<file path="config.mk">
export PLATFORM = sky130hd
export DESIGN_NAME = bin_peak_hold_flat
export DESIGN_NICKNAME = d
export VERILOG_FILES = /design/src/rtl/bin_peak_hold_if.sv /design/src/rtl/bin_peak_hold.sv /design/src/flat_wrapper.sv
export SDC_FILE = /design/constraint.sdc
export NUM_CORES = 1
export LEC_CHECK = 0
export BUFFER_PORTS_ARGS = -buffer_cell sky130_fd_sc_hd__buf_4
export CAP_MARGIN = 20
export CELL_PAD_IN_SITES_DETAIL_PLACEMENT = 2
export CELL_PAD_IN_SITES_GLOBAL_PLACEMENT = 2
export CORE_MARGIN = 5
export CORE_UTILIZATION = 42
export CTS_CLUSTER_SIZE = 25
export DETAILED_ROUTE_END_ITERATION = 8
export PLACE_DENSITY_LB_ADDON = 0.1
export SLEW_MARGIN = 40
export SYNTH_ARGS = -nofsm -noshare
export SYNTH_HDL_FRONTEND = slang
export SYNTH_SLANG_ARGS = --single-unit
</file>
<file path="constraint.sdc">
create_clock -name clk -period 6.2 [get_ports clk]
set_input_delay 0.31 -clock clk [delete_from_list [all_inputs] [get_ports clk]]
set_output_delay 0.31 -clock clk [all_outputs]
set_load 0.005 [all_outputs]
</file>
<file path="src/rtl/bin_peak_hold_if.sv">
// bin_peak_hold_if: complex-bin input handshake, clear request and BRAM write port
interface bin_peak_hold_if #(
  parameter int FREQ_W     = 9,
  parameter int BIN_ADDR_W = 5,
  parameter int OUT_W      = 10
);
  logic                         in_valid;
  logic                         in_ready;
  logic signed [FREQ_W-1:0]     in_real;
  logic signed [FREQ_W-1:0]     in_imag;
  logic        [BIN_ADDR_W-1:0] in_addr;
  logic                         clear;
  logic                         out_w_en;
  logic        [BIN_ADDR_W-1:0] out_w_addr;
  logic        [OUT_W-1:0]      out_w_data;
  modport master (
    output in_valid, in_real, in_imag, in_addr, clear,
    input  in_ready, out_w_en, out_w_addr, out_w_data
  );
  modport slave (
    input  in_valid, in_real, in_imag, in_addr, clear,
    output in_ready, out_w_en, out_w_addr, out_w_data
  );
endinterface

</file>
<file path="src/rtl/bin_peak_hold.sv">
// bin_peak_hold: bin power via one shared multiplier, scale/saturate, per-bin peak hold with linear decay
module bin_peak_hold #(
  parameter int FREQ_W     = 9,
  parameter int FREQ_BINS  = 32,
  parameter int BIN_ADDR_W = 5,
  parameter int OUT_W      = 10,
  parameter int SHIFT      = 6,
  parameter int DECAY_STEP = 4
) (
  input logic             clk,
  input logic             reset,
  bin_peak_hold_if.slave  s_bus
);
  localparam int CW = $clog2(FREQ_BINS);
  localparam logic [BIN_ADDR_W:0] NB = (BIN_ADDR_W+1)'(FREQ_BINS);
  localparam logic [OUT_W-1:0] DEC = OUT_W'(DECAY_STEP);
  typedef enum logic [2:0] {CLEAR, IDLE, SQ_RE, SQ_IM, SCALE, HOLD} state_t;
  state_t                   r_state;
  logic [CW-1:0]            r_cnt;
  logic                     r_pend;
  logic signed [FREQ_W-1:0] r_re, r_im;
  logic [BIN_ADDR_W-1:0]    r_addr;
  logic [2*FREQ_W-1:0]      r_acc;
  logic [OUT_W-1:0]         r_p, r_held;
  logic                     r_out_en;
  logic [BIN_ADDR_W-1:0]    r_out_addr;
  logic [OUT_W-1:0]         r_out_data;
  logic [OUT_W-1:0]         r_mem [FREQ_BINS];
  logic signed [FREQ_W-1:0]   w_op;
  logic signed [2*FREQ_W-1:0] w_sq;
  logic [2*FREQ_W-1:0]        w_shr;
  logic [OUT_W-1:0]           w_sat, w_dec, w_h, w_wdata;
  logic                       w_in_range, w_we;
  logic [CW-1:0]              w_widx;
  // one multiplier serves both squares; the operand follows the state
  assign w_op       = r_state == SQ_RE ? r_re : r_im;
  assign w_sq       = w_op * w_op;
  assign w_shr      = r_acc >> SHIFT;
  assign w_sat      = |w_shr[2*FREQ_W-1:OUT_W] ? '1 : w_shr[OUT_W-1:0];
  assign w_dec      = r_held >= DEC ? r_held - DEC : '0;
  assign w_h        = r_p >= r_held ? r_p : (r_p > w_dec ? r_p : w_dec);
  assign w_in_range = {1'b0, r_addr} < NB;
  assign w_we       = r_state == CLEAR || (r_state == HOLD && w_in_range);
  assign w_widx     = r_state == CLEAR ? r_cnt : CW'(r_addr);
  assign w_wdata    = r_state == CLEAR ? '0 : w_h;
  assign s_bus.in_ready   = r_state == IDLE;
  assign s_bus.out_w_en   = r_out_en;
  assign s_bus.out_w_addr = r_out_addr;
  assign s_bus.out_w_data = r_out_data;
  always_ff @(posedge clk) begin
    if (w_we) r_mem[w_widx] <= w_wdata;
    if (r_state == SQ_RE) r_held <= r_mem[CW'(r_addr)];
  end
  always_ff @(posedge clk or posedge reset) begin
    if (reset) begin
      r_state    <= CLEAR;
      r_cnt      <= '0;
      r_pend     <= 1'b0;
      r_re       <= '0;
      r_im       <= '0;
      r_addr     <= '0;
      r_acc      <= '0;
      r_p        <= '0;
      r_out_en   <= 1'b0;
      r_out_addr <= '0;
      r_out_data <= '0;
    end else begin
      r_out_en <= 1'b0;
      if (s_bus.clear && r_state != CLEAR && r_state != IDLE) r_pend <= 1'b1;
      case (r_state)
        CLEAR: begin
          r_out_en   <= 1'b1;
          r_out_addr <= BIN_ADDR_W'(r_cnt);
          r_out_data <= '0;
          r_cnt      <= r_cnt == CW'(FREQ_BINS-1) ? '0 : r_cnt + 1'b1;
          if (r_cnt == CW'(FREQ_BINS-1)) r_state <= IDLE;
        end
        IDLE: begin
          if (r_pend || s_bus.clear) begin
            r_pend  <= 1'b0;
            r_state <= CLEAR;
          end else if (s_bus.in_valid) begin
            r_re    <= s_bus.in_real;
            r_im    <= s_bus.in_imag;
            r_addr  <= s_bus.in_addr;
            r_state <= SQ_RE;
          end
        end
        SQ_RE: begin
          r_acc   <= w_sq;
          r_state <= SQ_IM;
        end
        SQ_IM: begin
          r_acc   <= r_acc + w_sq;
          r_state <= SCALE;
        end
        SCALE: begin
          r_p     <= w_sat;
          r_state <= HOLD;
        end
        HOLD: begin
          if (w_in_range) begin
            r_out_en   <= 1'b1;
            r_out_addr <= r_addr;
            r_out_data <= w_h;
          end
          r_state <= IDLE;
        end
        default: r_state <= CLEAR;
      endcase
    end
  end
endmodule

</file>
<file path="src/flat_wrapper.sv">
// flat-port wrapper written by rule: the top's interface ports become plain ports
module bin_peak_hold_flat 
#(
  parameter int FREQ_W     = 9,
  parameter int FREQ_BINS  = 32,
  parameter int BIN_ADDR_W = 5,
  parameter int OUT_W      = 10,
  parameter int SHIFT      = 6,
  parameter int DECAY_STEP = 4
)
  (clk, reset, s_bus_in_valid, s_bus_in_real, s_bus_in_imag, s_bus_in_addr, s_bus_clear, s_bus_in_ready, s_bus_out_w_en, s_bus_out_w_addr, s_bus_out_w_data);
  bin_peak_hold_if #(.FREQ_W(FREQ_W), .BIN_ADDR_W(BIN_ADDR_W), .OUT_W(OUT_W)) s_bus_i ();
  input logic clk;
  input logic reset;
  input wire logic [$bits(s_bus_i.in_valid)-1:0] s_bus_in_valid;
  input wire logic [$bits(s_bus_i.in_real)-1:0] s_bus_in_real;
  input wire logic [$bits(s_bus_i.in_imag)-1:0] s_bus_in_imag;
  input wire logic [$bits(s_bus_i.in_addr)-1:0] s_bus_in_addr;
  input wire logic [$bits(s_bus_i.clear)-1:0] s_bus_clear;
  output wire logic [$bits(s_bus_i.in_ready)-1:0] s_bus_in_ready;
  output wire logic [$bits(s_bus_i.out_w_en)-1:0] s_bus_out_w_en;
  output wire logic [$bits(s_bus_i.out_w_addr)-1:0] s_bus_out_w_addr;
  output wire logic [$bits(s_bus_i.out_w_data)-1:0] s_bus_out_w_data;
  assign s_bus_i.in_valid = s_bus_in_valid;
  assign s_bus_i.in_real = s_bus_in_real;
  assign s_bus_i.in_imag = s_bus_in_imag;
  assign s_bus_i.in_addr = s_bus_in_addr;
  assign s_bus_i.clear = s_bus_clear;
  assign s_bus_in_ready = s_bus_i.in_ready;
  assign s_bus_out_w_en = s_bus_i.out_w_en;
  assign s_bus_out_w_addr = s_bus_i.out_w_addr;
  assign s_bus_out_w_data = s_bus_i.out_w_data;
  bin_peak_hold #(.FREQ_W(FREQ_W), .FREQ_BINS(FREQ_BINS), .BIN_ADDR_W(BIN_ADDR_W), .OUT_W(OUT_W), .SHIFT(SHIFT), .DECAY_STEP(DECAY_STEP)) u_core (.clk(clk), .reset(reset), .s_bus(s_bus_i));
endmodule
</file>
==> run_results.csv, run 1 <==
group,metric,value,unit
outcome,status,"finished with violations",
outcome,violations,"setup timing",
routing,postRouteAntennaNets,0,
placed_design,dpl_worst_slack,-0.474,ns
routing,vias,12017,
worst_setup_path,timing.rr.start,"u_core.r_state[2]$_DFFE_PP0P_",
routing,drt_iter0_markers,691,
timing,slew_viol_final,0,
timing,finClkSkew,0.0279,ns
layout,seq_area,0.0118,mm²
global_routing,antenna_found_initial,0,
layout,diodes,0,
logic_synthesis,yosysWarnings,0,
timing,setup_ws,-0.397,ns
worst_setup_path,rr_worst_depth,29,
routing,drtPass1Iterations,5,
logic_synthesis,synth.distinct_cells,58,
worst_setup_path,max_stage_delay,0.55,ns
clocking,clkSinkCount,406,
timing,slew_headroom,43.7,%
timing,post-route-period-util,106,%
flow_run,drv_cap,0,
clocking,numCtsBuffers,45,
logic_synthesis,yosys.area.top_type,"edfxtp_1",
layout,drive_above_1_share,33.6,%
routing,drcViolationCount,0,
worst_setup_path,rrSetupSlack,-0.40,ns
global_routing,grt_usage,21.3,%
placed_design,gp_congestion,0.772,
timing,min_period,6.60,ns
die,core-area,0.0474,mm²
placed_design,portBuffers,43,
clocking,htreeDepth,2,
die,die-area,0.0521,mm²
timing,max_freq,0.152,GHz
worst_setup_path,endpoint_kind,"flip-flop",
global_routing,grt_overflow,0,
clocking,cts_tree,"built",
worst_setup_path,critPathSlowestCell,"fa_1",
placed_design,dp_hpwl,38.1,mm
clocking,root_buffer,"clkbuf_16",
routing,wirelength,56.2,mm
routing,wire_per_inst,25.6,µm
logic_synthesis,yosys.area.top_type_share,49.5,%
worst_setup_path,cp-start-kind,"flip-flop",
layout,final_nets,1714,
timing,rsz0062_at_grt,"yes",
timing,finalHoldViolCount,0,
die,pin_count,44,
logic_synthesis,synth_area_per_cell,15.0,µm²
logic_synthesis,ys_async_sr_fraction,18.7,%
logic_synthesis,synth-edff-count,330,
layout,final_area,0.0245,mm²
worst_setup_path,r2r-end,"u_core.r_acc[17]$_DFFE_PP0P_",
routing,viasPerCell,5.47,
logic_synthesis,synth-main-ff-cell,"edfxtp_1",
clocking,insertion_delay,0.59,ns
worst_setup_path,crit_required,6.63,ns
min_path,min_path_cells,3,
timing,tightest_slew,0.844,ns
clocking,ctsLongestPathBuffers,3,
timing,setup_viol_count_final,7,
layout,nFillCells,4357,
global_routing,grt_start_max_net_pins,57,
clocking,path_clk_slew,0.06,ns
worst_setup_path,critPathCapture,"u_core.r_acc[17]$_DFFE_PP0P_",
logic_synthesis,synth_nets,1497,
logic_synthesis,ys_seq_elements,406,
worst_setup_path,crit_top_cell,"fa_1",
placed_design,placed_area,0.0220,mm²
die,die_w,228,µm
global_routing,grt_pass1_wl,85.2,mm
global_routing,grt_pass1_vias,13625,
worst_setup_path,crit_type,"flip-flop to flip-flop",
layout,multi_input_area,0.00827,mm²
min_path,hp-class,"input port to flip-flop",
die,start_util,42.2,%
worst_setup_path,worstPathMaxFanout,6,
logic_synthesis,ys_seq_area_share,59.0,%
logic_synthesis,synth_area_leaders,"edfxtp_1 50%, mux4_2 11%, dfrtp_1 9.5%",
die,placementRows,80,
worst_setup_path,startpoint,"u_core.r_state[2]$_DFFE_PP0P_",
worst_setup_path,crit_arrival,7.03,ns
die,fp.dieH,228,µm
logic_synthesis,syn_inst,1331,
layout,area_growth,22.3,%
logic_synthesis,synth_area,0.0200,mm²
final cells by class:
class	count	area share, %
flip-flops and latches	406	48.3
multi-input cells	765	33.8
repair buffers	221	7.34
clock buffers	59	4.94
well taps	615	3.14
inverters	109	1.71
clock inverters	22	0.772
metal layers:
| layer | global-route usage (%) | vias up | wire length (µm) |
|---|---|---|---|
| li1 | - | 5372 | - |
| met1 | 28.0 | 6350 | 23700 |
| met2 | 37.5 | 210 | 29000 |
| met3 | 3.37 | 85 | 1990 |
| met4 | 5.35 | 0 | 1530 |
| met5 | 0 | - | 0 |
cell families (layout without fill, tap and decap cells):
kind of cell | Yosys count | count (layout) | synth area share, %
flip-flops | 406 | 406 | 59.0
AND/OR/NAND/NOR | 273 | 273 | 5.93
multiplexers | 162 | 162 | 14.6
buffers and inverters | 160 | 411 | 3.28
AO/OA/AOI/OAI | 150 | 150 | 4.53
adder cells (fa/ha/maj) | 139 | 139 | 10.8
XOR/XNOR | 41 | 41 | 1.79
cell usage after synthesis, drive strengths merged, types with 2 or more instances:
cell type,number
o211ai,4
ha,82
a22oi,4
nand3,15
nor2b,3
or2,2
buf,18
nor3,18
xor2,8
o21ai,46
clkbuf,33
and4,2
o21a,2
a21oi,47
fa,57
nand2,90
nand3b,4
o21bai,5
xnor2,33
mux4,100
mux2i,18
or3,5
a21o,17
nand2b,8
mux2,44
nand4,3
and2,4
nor2,110
a221o,2
a31oi,9
dfrtp,76
edfxtp,330
and3,6
inv,108
a211oi,4
worst min path at each step:
| stage | start | end | slack, ns |
|---|---|---|---|
| after CTS | s_bus_clear | u_core.r_pend$_DFF_PP0_ | 0.02 |
| after global placement | reset | u_core.r_addr[1]$_DFFE_PP0P_ | 0.31 |
| after floorplan | s_bus_in_imag[0] | u_core.r_im[0]$_DFFE_PP0P_ | 0.44 |
| final | s_bus_clear | u_core.r_pend$_DFF_PP0_ | 0.05 |
| after detailed placement | reset | u_core.r_addr[2]$_DFFE_PP0P_ | 0.32 |
| after global routing | s_bus_clear | u_core.r_pend$_DFF_PP0_ | 0.07 |
timing repair:
item / CTS / global route
gates resized for setup: 56 / 53
hold buffers: 25 / 0
gates cloned: 0 / 0
hold endpoints to repair: 44 / 0
pin swaps: 43 / 50
setup endpoints to repair: 7 / 9
buffers inserted: 19 / 18
cells in the final DEF (no fill, tap or decap), types with 5 or more instances in the layout:
cell type / instances
clkinv_1: 12
nor2_2: 50
o21ai_1: 18
nand2b_1: 6
mux2_2: 27
clkbuf_16: 45
inv_2: 10
mux2_1: 14
a21o_1: 17
mux2i_1: 14
or3_1: 5
mux4_2: 100
ha_4: 14
a21oi_1: 30
nand2_1: 86
inv_1: 95
ha_1: 67
nand3_1: 13
o21ai_0: 25
nor3_1: 15
xnor2_1: 28
buf_4: 184
fa_1: 53
dlygate4sd3_1: 25
a31oi_1: 5
dfrtp_1: 73
nor2_1: 57
edfxtp_1: 330
buf_6: 8
a21oi_2: 14
xor2_1: 8
clkbuf_1: 11
state kept, by name (all words and copies together) (netlist names):
register                 count
u_core.r_acc                18
u_core.r_addr                5
u_core.r_cnt                 5
u_core.r_held               10
u_core.r_im                  9
u_core.r_mem               320
u_core.r_p                  10
u_core.r_pend                1
u_core.r_re                  9
u_core.r_state               3
u_core.s_bus.out_w_addr      5
u_core.s_bus.out_w_data     10
u_core.s_bus.out_w_en        1
stage by stage:
stage	hold WS [ns]	utilization (%)	instances	setup TNS (ns)
final	0.0451	51.6	2197	-2.02
after global routing	0.0686	51.6	2197	-4.18
after CTS	0.0194	50.7	2181	-1.09
after detailed placement	0.320	46.4	2056	-2.20
after global placement	0.311	46.1	2055	-0.985
after floorplan	0.442	-	1331	-0.0199
critical path, delay by kind of cell, from the launching register on:
| kind | cells | cell delay, ns |
|---|---|---|
| AOI/OAI and AO/OA | 7 | 1.16 |
| xor gates and xnor gates | 1 | 0.23 |
| adders and majority gates | 7 | 3.01 |
| buffers and inverters | 6 | 0.52 |
| DFF | 1 | 0.38 |
| muxes | 1 | 0.33 |
| and+or+nand+nor | 7 | 0.81 |
Power of run 1 is left out: the tool's default activity adds up to more than one toggle a clock period on the data nets, which glitch-free logic cannot reach.
==> run 2, diff against run 1 <==
--- a/config.mk
+++ b/config.mk
@@ -14,6 +14,7 @@
 export CTS_CLUSTER_SIZE = 25
 export DETAILED_ROUTE_END_ITERATION = 8
 export PLACE_DENSITY_LB_ADDON = 0.1
+export SKIP_CTS_REPAIR_TIMING = 1
 export SLEW_MARGIN = 40
 export SYNTH_ARGS = -nofsm -noshare
 export SYNTH_HDL_FRONTEND = slang
==> run 2 against run 1 <==
The flow still finishes with violations (setup timing). Register-to-register slack about the same. Utilization down 0.17 points. Non-clock buffer count down 12. Final cell count down 0.55%. Global-route usage down 0.56 points. Sequential share of layout area up 0.16 points. Clock skew down 0.0023 ns. First-iteration DRC count up 14%. Worst setup slack worse by 0.0079 ns. Via count down 1.0%. Count of clock-buffer cells in the layout unchanged. Critical path type unchanged. Highest routed layer unchanged.
==> run_results.csv, run 2 (synthesis results as in run 1) <==
group,metric,value,unit
die,fp.dieH,228,µm
layout,final_area,0.0244,mm²
placed_design,portBuffers,43,
placed_design,placed_area,0.0220,mm²
min_path,min_from,"s_bus_clear",
worst_setup_path,endpoint_kind,"flip-flop",
die,die-area,0.0521,mm²
worst_setup_path,r2r-end,"u_core.r_acc[17]$_DFFE_PP0P_",
layout,largestRegisters,"u_core.r_mem x320, u_core.r_acc x18",
clocking,numCtsBuffers,45,
timing,slew_viol_final,0,
worst_setup_path,worstPathMaxFanout,5,
timing,max_freq,0.151,GHz
worst_setup_path,crit_top_cell,"fa_1",
placed_design,gp_congestion,0.772,
worst_setup_path,timing.rr.start,"u_core.r_state[2]$_DFFE_PP0P_",
layout,final_nets,1702,
timing,rsz0062_at_grt,"yes",
clocking,ctsLongestPathBuffers,3,
clocking,clkSinkCount,406,
layout,area_growth,21.9,%
clocking,cts_tree,"built",
layout,top_register,"u_core.r_mem",
global_routing,grt_pass1_vias,13315,
layout,mostFrequentLayoutCells,"330 x edfxtp_1, 172 x buf_4, 100 x mux4_2",
global_routing,antenna_found_initial,0,
layout,diodes,0,
timing,setup_viol_count_final,7,
worst_setup_path,rr_worst_depth,30,
clocking,root_buffer,"clkbuf_16",
min_path,min_path_cells,3,
layout,largest_reg_flops,320,
global_routing,grt_start_max_net_pins,57,
die,pin_count,44,
global_routing,grt_pass1_wl,82.9,mm
outcome,violations,"setup timing",
routing,drtPass1Iterations,5,
worst_setup_path,startpoint,"u_core.r_state[2]$_DFFE_PP0P_",
global_routing,grt_usage,20.8,%
timing,setup_ws,-0.405,ns
clocking,insertion_delay,0.60,ns
worst_setup_path,critPathSlowestCell,"fa_1",
flow_run,drv_cap,0,
timing,finClkSkew,0.0256,ns
min_path,hp-class,"input port to flip-flop",
min_path,hold_end,"u_core.r_pend$_DFF_PP0_",
outcome,status,"finished with violations",
timing,min_period,6.61,ns
routing,drt_iter0_markers,785,
worst_setup_path,max_stage_delay,0.53,ns
worst_setup_path,crit_arrival,7.04,ns
global_routing,grt_overflow,0,
timing,tightest_slew,0.836,ns
die,die_w,228,µm
timing,post-route-period-util,107,%
layout,drive_above_1_share,33.2,%
die,start_util,42.2,%
worst_setup_path,crit_required,6.63,ns
timing,tns,-1.83,ns
placed_design,dp_hpwl,38.1,mm
timing,finalHoldViolCount,0,
clocking,htreeDepth,2,
worst_setup_path,cp-start-kind,"flip-flop",
worst_setup_path,crit_type,"flip-flop to flip-flop",
routing,vias,11891,
routing,wire_per_inst,25.5,µm
routing,viasPerCell,5.44,
layout,layout_commonest_cell,"edfxtp_1",
timing,slew_headroom,44.3,%
routing,postRouteAntennaNets,0,
routing,drcViolationCount,0,
clocking,path_clk_slew,0.06,ns
worst_setup_path,rrSetupSlack,-0.41,ns
die,core-area,0.0474,mm²
die,placementRows,80,
routing,wirelength,55.6,mm
==> run 2: metal layers <==
metal	track usage [%]	wire, µm	vias to the layer above
met5	0	0	-
met4	5.33	1470	0
met3	3.44	1890	79
met2	36.1	28900	182
met1	27.5	23400	6285
li1	-	-	5345
==> run 2: through the flow <==
stage / hold WS [ns] / utilization (%) / setup slack [ns] / cells
floorplan: 0.442 / - / -0.0199 / 1331
global placement: 0.311 / 46.1 / -0.223 / 2055
detailed placement: 0.320 / 46.4 / -0.474 / 2056
CTS: -0.309 / 49.3 / -0.543 / 2137
global route: 0.0649 / 51.4 / -0.647 / 2185
finish: 0.0417 / 51.4 / -0.405 / 2185
==> run 2: critical path: cells and delay by family, from the launching register on <==
family,cells,cell delay (ns)
adders and majority gates,7,3.17
AOI/OAI and AO/OA,7,1.08
and+or+nand+nor,7,0.77
buffers and inverters,7,0.62
DFF,1,0.38
muxes,1,0.30
xor gates and xnor gates,1,0.14
==> run 2: worst max-delay path by stage <==
stage | depth (start not counted) | end
2_1_floorplan | 30 | u_core.r_acc[17]$_DFFE_PP0P_
3_3_place_gp | 26 | u_core.r_acc[17]$_DFFE_PP0P_
3_5_place_dp | 26 | u_core.r_acc[17]$_DFFE_PP0P_
4_1_cts | 26 | u_core.r_acc[17]$_DFFE_PP0P_
5_1_grt | 31 | u_core.r_acc[17]$_DFFE_PP0P_
6_report | 30 | u_core.r_acc[17]$_DFFE_PP0P_
==> run 2: cell type report <==
type                       instances  area (µm²)
clock buffer                      59        1210
clock inverter                    22         189
fill                            4361       23100
inverter                         109         415
multi-input combinational        765        8260
sequential                       406       11800
tap                              615         769
timing repair buffer             209        1730
Power of run 2 is left out for the same reason.
==> run 3, diff against run 2 <==
--- a/config.mk
+++ b/config.mk
@@ -10,7 +10,7 @@
 export CELL_PAD_IN_SITES_DETAIL_PLACEMENT = 2
 export CELL_PAD_IN_SITES_GLOBAL_PLACEMENT = 2
 export CORE_MARGIN = 5
-export CORE_UTILIZATION = 42
+export CORE_UTILIZATION = 47
 export CTS_CLUSTER_SIZE = 25
 export DETAILED_ROUTE_END_ITERATION = 8
 export PLACE_DENSITY_LB_ADDON = 0.1
==> constraint.sdc (replaced) <==
create_clock -name clk -period 7.5 [get_ports clk]
set_input_delay 0.375 -clock clk [delete_from_list [all_inputs] [get_ports clk]]
set_output_delay 0.375 -clock clk [all_outputs]
set_load 0.005 [all_outputs]
==> run 3 against run 2 <==
The flow now finishes without violations. Non-clock buffer count down 123. Worst setup slack better by 0.79 ns. Sequential cell count unchanged. Utilization increased by 2.8 points. Count of clock-buffer cells in the layout did not move. Wire length is 8.4% higher. Clock skew fell by 0.013 ns. Critical path depth is 3 lower. Via count increased by 0.42%. Largest cell class unchanged. First-iteration DRC count up 21%. Worst hold slack worse by 0.030 ns.
==> run_results.csv, run 3 (synthesis results as in run 1) <==
group,metric,value,unit
global_routing,grt_pass1_wl,90.2,mm
timing,tns,0,ns
worst_setup_path,cp-start-kind,"flip-flop",
layout,mostFrequentLayoutCells,"330 x edfxtp_1, 104 x inv_1, 100 x mux4_2",
clocking,path_clk_slew,0.06,ns
worst_setup_path,worstPathMaxFanout,11,
flow_run,drv_cap,0,
routing,drt_iter0_markers,946,
min_path,min_from,"s_bus_in_real[2]",
worst_setup_path,max_stage_delay,0.58,ns
timing,slew_headroom,40.7,%
clocking,numCtsBuffers,45,
clocking,ctsLongestPathBuffers,3,
layout,drive_above_1_share,23.2,%
timing,fin_hold_ws,0.0119,ns
timing,tightest_slew,0.890,ns
global_routing,grt_usage,26.0,%
placed_design,gp_congestion,0.815,
worst_setup_path,critPathSlowestCell,"fa_1",
outcome,status,"finished clean",
worst_setup_path,timing.rr.start,"u_core.r_state[1]$_DFFE_PP0P_",
global_routing,grt_start_max_net_pins,68,
clocking,clkSinkCount,406,
layout,largest_reg_flops,320,
layout,layout_commonest_cell,"edfxtp_1",
timing,setup_viol_count_final,0,
routing,drtPass1Iterations,5,
min_path,hp-class,"input port to flip-flop",
die,core-area,0.0420,mm²
routing,viasPerCell,6.00,
die,die-area,0.0468,mm²
clocking,cts_tree,"built",
routing,vias,11941,
worst_setup_path,critical-path-top-delay-family,"adder cells",
worst_setup_path,crit_arrival,7.59,ns
min_path,min_path_cells,2,
worst_setup_path,endpoint_kind,"flip-flop",
timing,finalHoldViolCount,0,
routing,wirelength,60.3,mm
routing,drcViolationCount,0,
routing,wire_per_inst,30.3,µm
layout,multi_input_area,0.00771,mm²
die,start_util,47.6,%
die,fp.dieH,216,µm
layout,diodes,0,
clocking,insertion_delay,0.59,ns
layout,nFillCells,3838,
die,die_w,216,µm
worst_setup_path,rr_worst_depth,27,
global_routing,grt_overflow,0,
worst_setup_path,rrSetupSlack,0.38,ns
layout,seq_area,0.0118,mm²
placed_design,dp_hpwl,40.7,mm
layout,top_register,"u_core.r_mem",
worst_setup_path,crit_top_cell,"fa_1",
clocking,htreeDepth,2,
placed_design,dp.cells,1893,
min_path,hold_end,"u_core.r_re[2]$_DFFE_PP0P_",
routing,postRouteAntennaNets,0,
timing,min_period,7.12,ns
layout,final_cells,1989,
die,placementRows,75,
timing,post-route-period-util,94.9,%
worst_setup_path,crit_required,7.98,ns
timing,max_freq,0.140,GHz
timing,slew_viol_final,0,
layout,area_growth,13.8,%
global_routing,antenna_found_initial,2,
die,pin_count,44,
global_routing,grt_pass1_vias,13299,
worst_setup_path,cp.buffers_inverters,5,
timing,finClkSkew,0.0130,ns
worst_setup_path,crit_type,"flip-flop to flip-flop",
clocking,root_buffer,"clkbuf_16",
layout,final_nets,1579,
layout,largestRegisters,"u_core.r_mem x320, u_core.r_acc x18",
worst_setup_path,r2r-end,"u_core.r_acc[17]$_DFFE_PP0P_",
placed_design,portBuffers,43,
run 3: layer usage:
layer | up-vias | GRT usage (%) | wire length [µm] | share of wire (%)
met5 | - | 0 | 0 | 0
met4 | 0 | 7.29 | 1630 | 2.7
met3 | 91 | 4.26 | 2930 | 4.9
met2 | 385 | 43.3 | 30400 | 50
met1 | 6373 | 35.8 | 25400 | 42
li1 | 5092 | - | - | -
run 3: worst max-delay path by stage:
| stage | slack [ns] | end | from | cells after the start |
|---|---|---|---|---|
| 6_report | 0.38 | u_core.r_acc[17]$_DFFE_PP0P_ | u_core.r_state[1]$_DFFE_PP0P_ | 27 |
| 5_1_grt | -0.03 | u_core.r_acc[17]$_DFFE_PP0P_ | u_core.r_state[1]$_DFFE_PP0P_ | 28 |
| 4_1_cts | -0.11 | u_core.r_acc[17]$_DFFE_PP0P_ | u_core.r_state[1]$_DFFE_PP0P_ | 27 |
| 3_5_place_dp | -0.02 | u_core.r_acc[17]$_DFFE_PP0P_ | u_core.r_state[1]$_DFFE_PP0P_ | 26 |
| 3_3_place_gp | 0.43 | u_core.r_acc[17]$_DFFE_PP0P_ | u_core.r_state[1]$_DFFE_PP0P_ | 26 |
| 2_1_floorplan | 0.92 | u_core.r_acc[17]$_DFFE_PP0P_ | u_core.r_state[1]$_DFFE_PP0P_ | 29 |
run 3: final cells by class:
type	count	area share (%)
well taps	539	2.96
multi-input cells	765	33.8
repair buffers	86	3.08
clock inverters	25	1.09
clock buffers	59	5.35
flip-flops and latches	406	51.9
inverters	109	1.80
run 3: through the flow:
stage	utilization (%)	instance area (µm²)	setup slack (ns)
global route	54.2	22800	-0.0253
floorplan	-	20000	0.921
finish	54.2	22800	0.382
CTS	53.8	22600	-0.106
global placement	50.0	21000	0.431
detailed placement	50.3	21200	-0.0199
run 3: worst register-to-register path, delay by kind of cell (launching register included):
kind,cells,cell delay (ns)
flops,1,0.46
fa+ha+maj,7,3.11
xor+xnor,1,0.17
compound gates,7,1.09
simple gates,6,1.07
buf+inv,5,0.72
mux,1,0.38
Power of run 3 is left out for the same reason.
